`src/rtl/fetch_unit_if.sv`:
```
// fetch_unit_if
//   Instruction-memory channel between the fetch unit and the instruction
//   memory. The fetch unit uses the master modport.
//   req    : master -> slave  request valid
//   addr   : master -> slave  word address, bits [1:0] always zero
//   gnt    : slave -> master  request accepted this cycle
//   rvalid : slave -> master  response valid
//   rdata  : slave -> master  response instruction word
interface fetch_unit_if;
  logic        req;
  logic [31:0] addr;
  logic        gnt;
  logic        rvalid;
  logic [31:0] rdata;

  modport master (
    output req,
    output addr,
    input  gnt,
    input  rvalid,
    input  rdata
  );

  modport slave (
    input  req,
    input  addr,
    output gnt,
    output rvalid,
    output rdata
  );
endinterface

```
`src/rtl/fetch_unit.sv`:
```
// fetch_unit
//   Instruction fetch stage. Keeps at most one instruction-memory request in
//   flight, feeds the decode-stage register and absorbs one response in a
//   skid buffer while decode is stalled. Redirects from execute flush the
//   buffer and the decode register and discard any in-flight response.
//
//   Ports
//   clk            : clock, all state updates on the rising edge
//   rst_n          : asynchronous active-low reset
//   stall_f        : hold the fetch PC and issue no new request
//   stall_d        : hold the decode-stage outputs
//   redirect_valid : taken branch or jump resolved in execute
//   redirect_pc    : new fetch target (bits [1:0] ignored)
//   imem           : instruction-memory channel (master side)
//   instr_d, pc_d  : decode-stage instruction and its PC
//   valid_d        : decode stage holds a real instruction
//
//   The skid buffer holds a single entry: the hazard logic is expected to
//   raise stall_f whenever it raises stall_d, so no new request can be
//   issued while a buffered response is waiting.
module fetch_unit #(
  parameter logic [31:0] RESET_PC  = 32'h0000_0000,
  parameter logic [31:0] NOP_INSTR = 32'h0000_0013
) (
  input  logic         clk,
  input  logic         rst_n,
  input  logic         stall_f,
  input  logic         stall_d,
  input  logic         redirect_valid,
  input  logic [31:0]  redirect_pc,
  fetch_unit_if.master imem,
  output logic [31:0]  instr_d,
  output logic [31:0]  pc_d,
  output logic         valid_d
);

  typedef enum logic [1:0] {
    ISSUE = 2'd0,  // no request outstanding
    WAIT  = 2'd1,  // one request outstanding
    KILL  = 2'd2   // outstanding response will be discarded
  } state_t;

  state_t      state_q;
  state_t      state_d;
  logic [31:0] pc_f;
  logic [31:0] pc_q;
  logic        buf_valid;
  logic [31:0] buf_instr;
  logic [31:0] buf_pc;

  logic        rsp_hit;
  logic        accept;
  logic        grant;

  function automatic logic [31:0] align_word(input logic [31:0] a);
    return a & 32'hFFFF_FFFC;
  endfunction

  // Request and response qualification
  always_comb begin
    rsp_hit   = (state_q == WAIT) && imem.rvalid;
    imem.req  = rst_n && ((state_q == ISSUE) || rsp_hit) &&
                !stall_f && !buf_valid && !redirect_valid;
    imem.addr = align_word(pc_f);
    accept    = rsp_hit && !redirect_valid;
    grant     = imem.req && imem.gnt;
  end

  // Next-state logic
  always_comb begin
    state_d = state_q;
    case (state_q)
      ISSUE: begin
        if (grant) state_d = WAIT;
      end
      WAIT: begin
        if (redirect_valid) begin
          state_d = imem.rvalid ? ISSUE : KILL;
        end else if (imem.rvalid) begin
          state_d = grant ? WAIT : ISSUE;
        end
      end
      KILL: begin
        // The stale response retires the outstanding request even if a new
        // redirect arrives in the same cycle; waiting on would never end.
        if (imem.rvalid) state_d = ISSUE;
      end
      default: state_d = ISSUE;
    endcase
  end

  always_ff @(posedge clk or negedge rst_n) begin
    if (!rst_n) state_q <= ISSUE;
    else        state_q <= state_d;
  end

  // Fetch PC, skid buffer and decode-stage register
  always_ff @(posedge clk or negedge rst_n) begin
    if (!rst_n) begin
      pc_f      <= align_word(RESET_PC);
      pc_q      <= '0;
      buf_valid <= 1'b0;
      buf_instr <= '0;
      buf_pc    <= '0;
      instr_d   <= NOP_INSTR;
      pc_d      <= '0;
      valid_d   <= 1'b0;
    end else if (redirect_valid) begin
      pc_f      <= align_word(redirect_pc);
      buf_valid <= 1'b0;
      instr_d   <= NOP_INSTR;
      valid_d   <= 1'b0;
    end else begin
      if (grant) begin
        pc_q <= pc_f;
        pc_f <= pc_f + 32'd4;
      end
      if (!stall_d) begin
        if (buf_valid) begin
          // Drain the older buffered entry first; a response arriving in
          // the same cycle takes its place.
          instr_d   <= buf_instr;
          pc_d      <= buf_pc;
          valid_d   <= 1'b1;
          buf_valid <= accept;
          if (accept) begin
            buf_instr <= imem.rdata;
            buf_pc    <= pc_q;
          end
        end else if (accept) begin
          instr_d <= imem.rdata;
          pc_d    <= pc_q;
          valid_d <= 1'b1;
        end else begin
          instr_d <= NOP_INSTR;
          valid_d <= 1'b0;
        end
      end else if (accept) begin
        buf_valid <= 1'b1;
        buf_instr <= imem.rdata;
        buf_pc    <= pc_q;
      end
    end
  end

endmodule

```
`src/flat_wrapper.sv`:
```
// flat-port wrapper written by rule: the top's interface ports become plain ports
module fetch_unit_flat 
#(
  parameter logic [31:0] RESET_PC  = 32'h0000_0000,
  parameter logic [31:0] NOP_INSTR = 32'h0000_0013
)
  (clk, rst_n, stall_f, stall_d, redirect_valid, redirect_pc, instr_d, pc_d, valid_d, imem_req, imem_addr, imem_gnt, imem_rvalid, imem_rdata);
  fetch_unit_if imem_i ();
  input  logic clk;
  input  logic rst_n;
  input  logic stall_f;
  input  logic stall_d;
  input  logic redirect_valid;
  input  logic [31:0] redirect_pc;
  output logic [31:0] instr_d;
  output logic [31:0] pc_d;
  output logic valid_d;
  output wire logic [$bits(imem_i.req)-1:0] imem_req;
  output wire logic [$bits(imem_i.addr)-1:0] imem_addr;
  input wire logic [$bits(imem_i.gnt)-1:0] imem_gnt;
  input wire logic [$bits(imem_i.rvalid)-1:0] imem_rvalid;
  input wire logic [$bits(imem_i.rdata)-1:0] imem_rdata;
  assign imem_req = imem_i.req;
  assign imem_addr = imem_i.addr;
  assign imem_i.gnt = imem_gnt;
  assign imem_i.rvalid = imem_rvalid;
  assign imem_i.rdata = imem_rdata;
  fetch_unit #(.RESET_PC(RESET_PC), .NOP_INSTR(NOP_INSTR)) u_core (.clk(clk), .rst_n(rst_n), .stall_f(stall_f), .stall_d(stall_d), .redirect_valid(redirect_valid), .redirect_pc(redirect_pc), .imem(imem_i), .instr_d(instr_d), .pc_d(pc_d), .valid_d(valid_d));
endmodule
```
`config.mk`:
```
export PLATFORM = sky130hd
export DESIGN_NAME = fetch_unit_flat
export DESIGN_NICKNAME = d
export VERILOG_FILES = /design/src/rtl/fetch_unit_if.sv /design/src/rtl/fetch_unit.sv /design/src/flat_wrapper.sv
export SDC_FILE = /design/constraint.sdc
export NUM_CORES = 1
export LEC_CHECK = 0
export CORE_MARGIN = 2
export CORE_UTILIZATION = 50
export DETAILED_ROUTE_END_ITERATION = 12
export PLACE_DENSITY = 0.78
export SLEW_MARGIN = 40
export SYNTH_ARGS = -nofsm -noshare
export SYNTH_HDL_FRONTEND = slang
export SYNTH_SLANG_ARGS = --single-unit
```
`constraint.sdc`:
```
create_clock -name clk -period 4.3 [get_ports clk]
set_input_delay 0.43 -clock clk [delete_from_list [all_inputs] [get_ports clk]]
set_output_delay 0.43 -clock clk [all_outputs]
set_load 0.005 [all_outputs]
```
## Word-level counts from Yosys, hierarchy flattened

Cells that the tools add are included.

| storage, ports and cells | value |
|---|---|
| register bits after elaboration | 196 |

| cells by class | value |
|---|---|
| add/subtract/negate cells | 1 |
| reduce and logical (&&, ||, !) cells | 19 |
| muxes and demuxes | 29 |
| equality and inequality tests | 7 |
| bitwise logic cells | 2 |

Operators by type and width:

| kind | count |
|---|---|
| two-way mux 32 bit | 14 |
| adder 32 x 3 -> 32 bit, second input constant | 1 |
| two-way mux 2 bit | 5 |
| two-way mux 1 bit | 9 |
| logical AND 1 bit | 7 |
| one-hot mux 2 bit (3 select lines) | 1 |
| AND reduction 3 bit | 2 |
| nonzero test 2 bit | 3 |
| inequality test 2 x 1 -> 1 bit, second input constant | 2 |
| AND reduction 2 bit | 2 |
| zero test 1 bit | 3 |
| inequality test 3 x 1 -> 1 bit, second input constant | 1 |
| inequality test 3 bit, second input constant | 1 |
| == test 2 x 1 -> 1 bit, second input constant | 1 |
| == test 2 bit, second input constant | 1 |
| zero test 2 bit | 1 |
| inequality test 2 bit, second input constant | 1 |
| NOT 1 bit | 2 |
| logical OR 1 bit | 1 |

## Logic depth before layout (Yosys ltp)

Gate-level depths: netlist of the first run.

| depth | value |
|---|---|
| word-level depth | 12 |
| gate-level depth with buffers | 7 |
| mapped depth without buffers | 6 |

## Worst setup path after synthesis of the first run

No wires, ideal clock.

| timing | value |
|---|---|
| path type | input to register |
| start point | in redirect_valid |
| end point | reg u_core.pc_f[18] |
| data required time | 4.180 ns |
| slack | 2.205 ns |
| arrival | 1.975 ns |
| stages | 5 |
| buffers on the path | 2 |
| path through | buf_2 > or4_1 > clkbuf_1 > or4b_1 > a31o_1 |

| on the way | value |
|---|---|
| word-level cells in the longest chain between the ends | 4 |

Ends and longest elaborated chain:

| item | RTL line | RTL |
|---|---|---|
| start: declaration | flat_wrapper.sv:13 | `input logic redirect_valid;` |
| zero test 1 bit | fetch_unit.sv:63 | `!stall_f && !buf_valid && !redirect_valid;` |
| logical AND 1 bit | fetch_unit.sv:63 |  |
| logical AND 1 bit | fetch_unit.sv:66 | `grant = imem.req && imem.gnt;` |
| nonzero test 2 bit (no line) | - |  |
| end signal: assignment | fetch_unit.sv:100 | `pc_f <= align_word(RESET_PC);` |
| end signal: assignment | fetch_unit.sv:109 | `pc_f <= align_word(redirect_pc);` |
| end signal: assignment | fetch_unit.sv:116 | `pc_f <= pc_f + 32'd4;` |
| end: declaration | fetch_unit.sv:45 | `logic [31:0] pc_f;` |

Parallel ways exist; a longest one is shown, timed or not.
A chain may end at the register's enable or synchronous reset.

## Final worst setup path of the first run

| timing | value |
|---|---|
| start point | reg u_core.buf_valid |
| end point | out imem_req |

| on the way | value |
|---|---|
| word-level cells in the longest chain between the ends | 3 |

Ends and longest elaborated chain:

| item | RTL line | RTL |
|---|---|---|
| start: declaration | fetch_unit.sv:47 | `logic buf_valid;` |
| start signal: assignment | fetch_unit.sv:125 | `buf_valid <= accept;` |
| zero test 1 bit | fetch_unit.sv:63 |  |
| logical AND 1 bit (2 in a row) | fetch_unit.sv:63 |  |
| end: declaration | flat_wrapper.sv:18 | `output wire logic [$bits(imem_i.req)-1:0] imem_req;` |

Every way passes these cells.

==> metrics, run 1 <==
Layout Utilization 65.1%; CP Launch Type register; status complete, no violations; RSZ-0062 raised after global routing false; crit-path max FO 37; setup bufs post-CTS 0; Mapped Avg Cell Area 10.8 µm²; TNS Setup 0 ns; Final setup viols 0; Sink Count 188; Die Y about 130 µm; final worst path period share 70.2%; Post-DP HPWL 12800 µm; first-pass GRT wire length 33400 µm; share of layout cells above drive strength 1 14.0%; Max Cap Viol 0; max_slew headroom 54.7%; Distinct cells, synth 51; max-slew violation count 0; Core Rows 47; Initial DRT Pass Iterations 5; via count 6541; Ys Warns 0; CP arrival between 2 and 3 ns; clock slew seen by the registers of the worst setup and hold paths 0.06 ns; worst skew pair latency 0.43 ns; fin nets 982; most frequent cells in the layout 184 x dfrtp_1, 159 x clkdlybuf4s50_1, 156 x nand2_1; static leakage 4.67 nW; placed insts 1110; Seq cells post-synth 188; ANT nets after route 0; TritonCTS buffer count 17; CP endpoint imem_req; asr flop ratio synth 100%; CP endpoint kind output port; Die Wd 133 µm; worst hold path class reg2reg; WHS 0.478 ns; Most used DFF post-synth dfrtp_1; Layout area overhead 28.8%; Max IR drop VDD 318 µV; Reg2Reg Capture Point u_core.pc_f[18]$_DFFE_PN0P_; Placer Congestion around 0.8; CTS Root Cell clkbuf_16; number of flops mapped to enable cells by yosys 0; initial antenna violation count 0; Total GRT Usage approximately a quarter; DRT iter0 DRCs about 520; Fin. Hold Viols 0; Max Buffers Root-to-Sink 2; gr ovfl total 0; WL/cell 17.4 µm; port bufs 162; core area 0.0164 mm²; Finished Layout Cells 1143; largest net degree at the start of global routing 73; internal reg-to-reg setup slack approximately 1.5 ns; f_max about 330 MHz; kind of critical path reg2out; reg2reg start u_core.buf_valid$_DFFE_PN0P_; synthesized area 0.00829 mm²; H-tree depth 4; sequential area share after synthesis between 50% and 60%; min Tclk post-route 3.02 ns; antenna cells 0; vias in the first global route about 6600; crit path launch u_core.buf_valid$_DFFE_PN0P_; Starting Density 50.6%; CTS tree built; R2R depth 4; Synth Instances between 700 and 800; Critical Path RT 3.87 ns; Worst Tran Pin Value 0.679 ns; PwrDens 409 mW/mm²; die area 0.0176 mm²; total length of routed wires roughly 20000 µm; most common cell after layout, fill and taps aside dfrtp_1; Vias/cell 5.72; Post-route DRC 0; Worst Skew 0.00719 ns; Ports 169
[sequential cells by signal, summed over array words and instances, names as in the netlist]
register,flops
u_core.valid_d,1
u_core.pc_q,30
u_core.buf_pc,30
u_core.buf_instr,32
u_core.buf_valid,1
u_core.pc_f,30
u_core.instr_d,32
u_core.pc_d,30
u_core.state_q,2
[synth_stat cells (all sizes together) (2+ instances only)]
cell type,count,area [µm²]
a31oi,3,18.8
a41oi,2,17.5
clkbuf,36,135
a221o,4,40.0
a31o,8,70.1
a21oi,3,15.0
nand2,156,586
a32oi,4,35.0
nand3,11,55.1
dfstp,3,78.8
o21ai,55,275
mux2,65,732
nor2b,33,206
nor3,37,195
nand4,12,75.1
a221oi,29,254
a22oi,3,22.5
nor2,23,86.3
buf,19,98.9
mux2i,30,300
o311ai,6,52.6
inv,6,22.5
a21o,3,22.5
dfrtp,185,4630
and3,5,31.3
nor4,3,40.0
o22a,3,26.3
and2,3,18.8
o211ai,4,30.0
[routing by layer]
layer	part of all wire [%]	GRT usage, %	up-vias
li1	-	-	2999
met1	45	33.1	3257
met2	47	37.5	251
met3	6.0	4.44	34
met4	1.8	8.30	0
met5	0	0	-
[cells by family after synthesis]
family	Yosys count	synth area share [%]
other cells	1	0.0452
flops	188	56.8
xor+xnor	2	0.211
compound gates	130	10.9
simple gates	291	16.4
mux	95	12.4
fa+ha+maj	1	0.151
buf+inv	61	3.09
[critical path: stages (launching register included)]
cell,delay (ns)
dfrtp_4,0.68
buf_4,0.39
nor4bb_1,0.49
clkdlybuf4s50_1,0.59
[worst min-delay path by stage]
stage	from	to	slack, ns	cells past startpoint
final	u_core.pc_d[19]$_DFFE_PN0P_	u_core.pc_d[19]$_DFFE_PN0P_	0.48	2
after global routing	u_core.valid_d$_DFFE_PN0P_	u_core.valid_d$_DFFE_PN0P_	0.52	2
after CTS	u_core.pc_d[20]$_DFFE_PN0P_	u_core.pc_d[20]$_DFFE_PN0P_	0.48	2
after detailed placement	rst_n	u_core.pc_d[18]$_DFFE_PN0P_	0.42	1
after global placement	rst_n	u_core.pc_d[18]$_DFFE_PN0P_	0.42	1
after floorplan	rst_n	u_core.buf_instr[0]$_DFFE_PN0P_	0.13	0
[layout make-up]
cell class | count | area [µm²]
clock buffer | 21 | 470
sequential | 188 | 4710
tap | 220 | 275
inverter | 6 | 22.5
clock inverter | 11 | 111
fill | 1253 | 5730
multi-input combinational | 523 | 3370
timing repair buffer | 174 | 1720
[power by group]
group / internal, mW / switching (mW) / total (mW)
combinational: 0.383 / 0.270 / 0.653
sequential: 2.01 / 0.182 / 2.19
clock: 0.850 / 0.677 / 1.53
total: 3.24 / 1.13 / 4.37
[what timing repair did]
item	CTS	global route
hold buffers	1	0
endpoints found under the setup margin	0	0
gates resized for setup	0	0
endpoints found under the hold margin	55	0
[through the flow]
stage,power [mW],instance area (µm²),setup slack [ns]
after floorplan,2.48,8310,2.20
after global placement,2.84,10100,1.41
after detailed placement,2.88,10100,1.40
after CTS,4.40,10700,1.27
after global routing,4.59,10700,1.08
final,4.37,10700,1.28
Power figures use the tool's default switching activity.
==> inputs of run 2 (changes only) <==
==> constraint.sdc (replaced) <==
create_clock -name clk -period 3.2 [get_ports clk]
set_input_delay 0.32 -clock clk [delete_from_list [all_inputs] [get_ports clk]]
set_output_delay 0.32 -clock clk [all_outputs]
set_load 0.005 [all_outputs]
==> run 2 against run 1 <==
Total power up 36%. Design area up 0.76%. Utilization up 0.50 points. Die area unchanged. Global-route usage down 0.16 points. Worst hold slack worse by 0.087 ns. Non-clock buffer count up 5. Setup slack worse by 0.56 ns. First-iteration DRC count down 8.4%. Register-to-register slack worse by 0.80 ns. Critical path type is now reg2reg. Largest power group unchanged.
==> metrics, run 2 (same netlist as run 1, synthesis figures left out) <==
status complete, no violations; Max IR drop VDD 379 µV (+19%); Post-DP HPWL 12800 µm (about the same); Starting Density 50.6% (unchanged); CP Launch Type register; Die Y 133 µm (unchanged); Critical Path RT 3.52 ns (-0.35 ns); max_slew headroom 58.1% (+3.4 points); kind of critical path reg2reg; port bufs 162 (unchanged); Core Rows 47 (unchanged); Worst Skew 0.0101 ns (+0.00287 ns); Vias/cell 5.64 (-1.5%); CTS tree built; internal reg-to-reg setup slack 0.72 ns (-0.80 ns); pre-CTS WS 0.595 ns (-0.802 ns); R2R depth 4 (unchanged); first-pass GRT wire length 33400 µm (-0.14%); via count 6472 (-1.1%); core area 0.0164 mm² (unchanged); crit-path max FO 17 (-54%); Total GRT Usage 23.6% (-0.16 points); ANT nets after route 0 (unchanged); min Tclk post-route 2.48 ns; Placer Congestion 0.829 (+1.9%); fin nets 987 (+0.51%); most frequent cells in the layout 184 x dfrtp_1, 159 x clkdlybuf4s50_1, 156 x nand2_1; Die Wd 133 µm (unchanged); Ports 169 (unchanged); worst skew pair latency 0.43 ns (about the same); WHS 0.391 ns (-0.0874 ns); gr ovfl total 0 (unchanged); die area 0.0176 mm² (unchanged); TNS Setup 0 ns (unchanged); H-tree depth 4 (unchanged); RSZ-0062 raised after global routing false; Max Buffers Root-to-Sink 2 (unchanged); Fill cells 1293 (+3.2%); Post-route DRC 0 (unchanged); WL/cell 17.4 µm (+0.42%); worst hold path class in2reg; Layout Utilization 65.6% (+0.50 points); reg2reg start u_core.buf_valid$_DFFE_PN0P_; DRT iter0 DRCs 477 (-8.4%); largest net degree at the start of global routing 106 (+45%); final worst path period share 77.6%; Final setup viols 0 (unchanged); Max Cap Viol 0 (unchanged); vias in the first global route 6354 (-3.7%); Reg2Reg Capture Point u_core.pc_f[18]$_DFFE_PN0P_; most common cell after layout, fill and taps aside dfrtp_1; CP arrival 2.81 ns (+0.22 ns); f_max 403 MHz; top flop regs u_core.buf_instr: 32 flops, u_core.instr_d: 32 flops; PwrDens 554 mW/mm² (+35%); Fin. Hold Viols 0 (unchanged); CP endpoint kind register; Sink Count 188 (unchanged); Layout area overhead 29.7%; Worst Tran Pin Value 0.629 ns (-0.0504 ns); total length of routed wires 20000 µm (+0.86%); share of layout cells above drive strength 1 14.3% (+0.36 points); CTS Root Cell clkbuf_16; initial antenna violation count 0 (unchanged); CTS resizes 0 (unchanged); crit path launch u_core.buf_valid$_DFFE_PN0P_; final worst setup slack 0.717 ns (-0.564 ns); Initial DRT Pass Iterations 5 (unchanged); static leakage 4.72 nW (+0.91%); clock slew seen by the registers of the worst setup and hold paths 0.07 ns (about the same); CP endpoint u_core.pc_f[18]$_DFFE_PN0P_; antenna cells 0 (unchanged); max-slew violation count 0 (unchanged); TritonCTS buffer count 17 (unchanged)
run 2: critical path, stage by stage (launching register included):
cell and delay, ns:
dfrtp_4 0.63, nand4bb_1 0.31, or4_2 0.64, or4b_1 0.57, a31o_1 0.23
run 2: where the power goes:
part / leakage, nW / switching (mW) / internal [mW]
sequential: 2.46 / 0.241 / 2.70
clock: 0.277 / 0.926 / 1.20
combinational: 1.98 / 0.365 / 0.521
total: 4.72 / 1.53 / 4.42
run 2: metal layers:
| metal | routed length [µm] | GRT usage, % |
|---|---|---|
| met1 | 9420 | 34.8 |
| met2 | 9250 | 35.7 |
| met3 | 1030 | 4.44 |
| met4 | 306 | 6.93 |
| met5 | 0 | 0 |
run 2: repair_timing:
item | in CTS | in global routing
endpoints found under the hold margin | 80 | 0
hold buffers | 1 | 0
endpoints found under the setup margin | 0 | 0
setup buffers | 0 | 0
run 2: layout make-up:
type / instances / area (µm²) / area share, %
Inverter: 6 / 22.5 / 0.209
Sequential cell: 188 / 4710 / 43.8
Multi-Input combinational cell: 523 / 3370 / 31.3
Timing Repair Buffer: 179 / 1790 / 16.6
Clock buffer: 21 / 460 / 4.28
Tap cell: 220 / 275 / 2.56
Clock inverter: 11 / 134 / 1.24
run 2: through the flow:
stage          area [µm²]  std cells  total power, mW
2_1_floorplan        8310        772             3.33
3_3_place_gp        10100       1114             3.82
3_5_place_dp        10200       1115             3.87
4_1_cts             10800       1148             6.00
5_1_grt             10800       1148             6.23
6_report            10800       1148             5.96
run 2: worst min-delay path by stage:
stage	startpoint	endpoint	slack, ns	depth (start not counted)
6_report	redirect_valid	u_core.instr_d[9]$_DFFE_PN0P_	0.39	2
5_1_grt	redirect_valid	u_core.instr_d[9]$_DFFE_PN0P_	0.40	2
4_1_cts	redirect_valid	u_core.instr_d[9]$_DFFE_PN0P_	0.38	2
3_5_place_dp	rst_n	u_core.buf_pc[21]$_DFFE_PN0P_	0.42	2
3_3_place_gp	u_core.pc_d[15]$_DFFE_PN0P_	u_core.pc_d[15]$_DFFE_PN0P_	0.46	2
2_1_floorplan	rst_n	u_core.buf_instr[0]$_DFFE_PN0P_	0.02	0
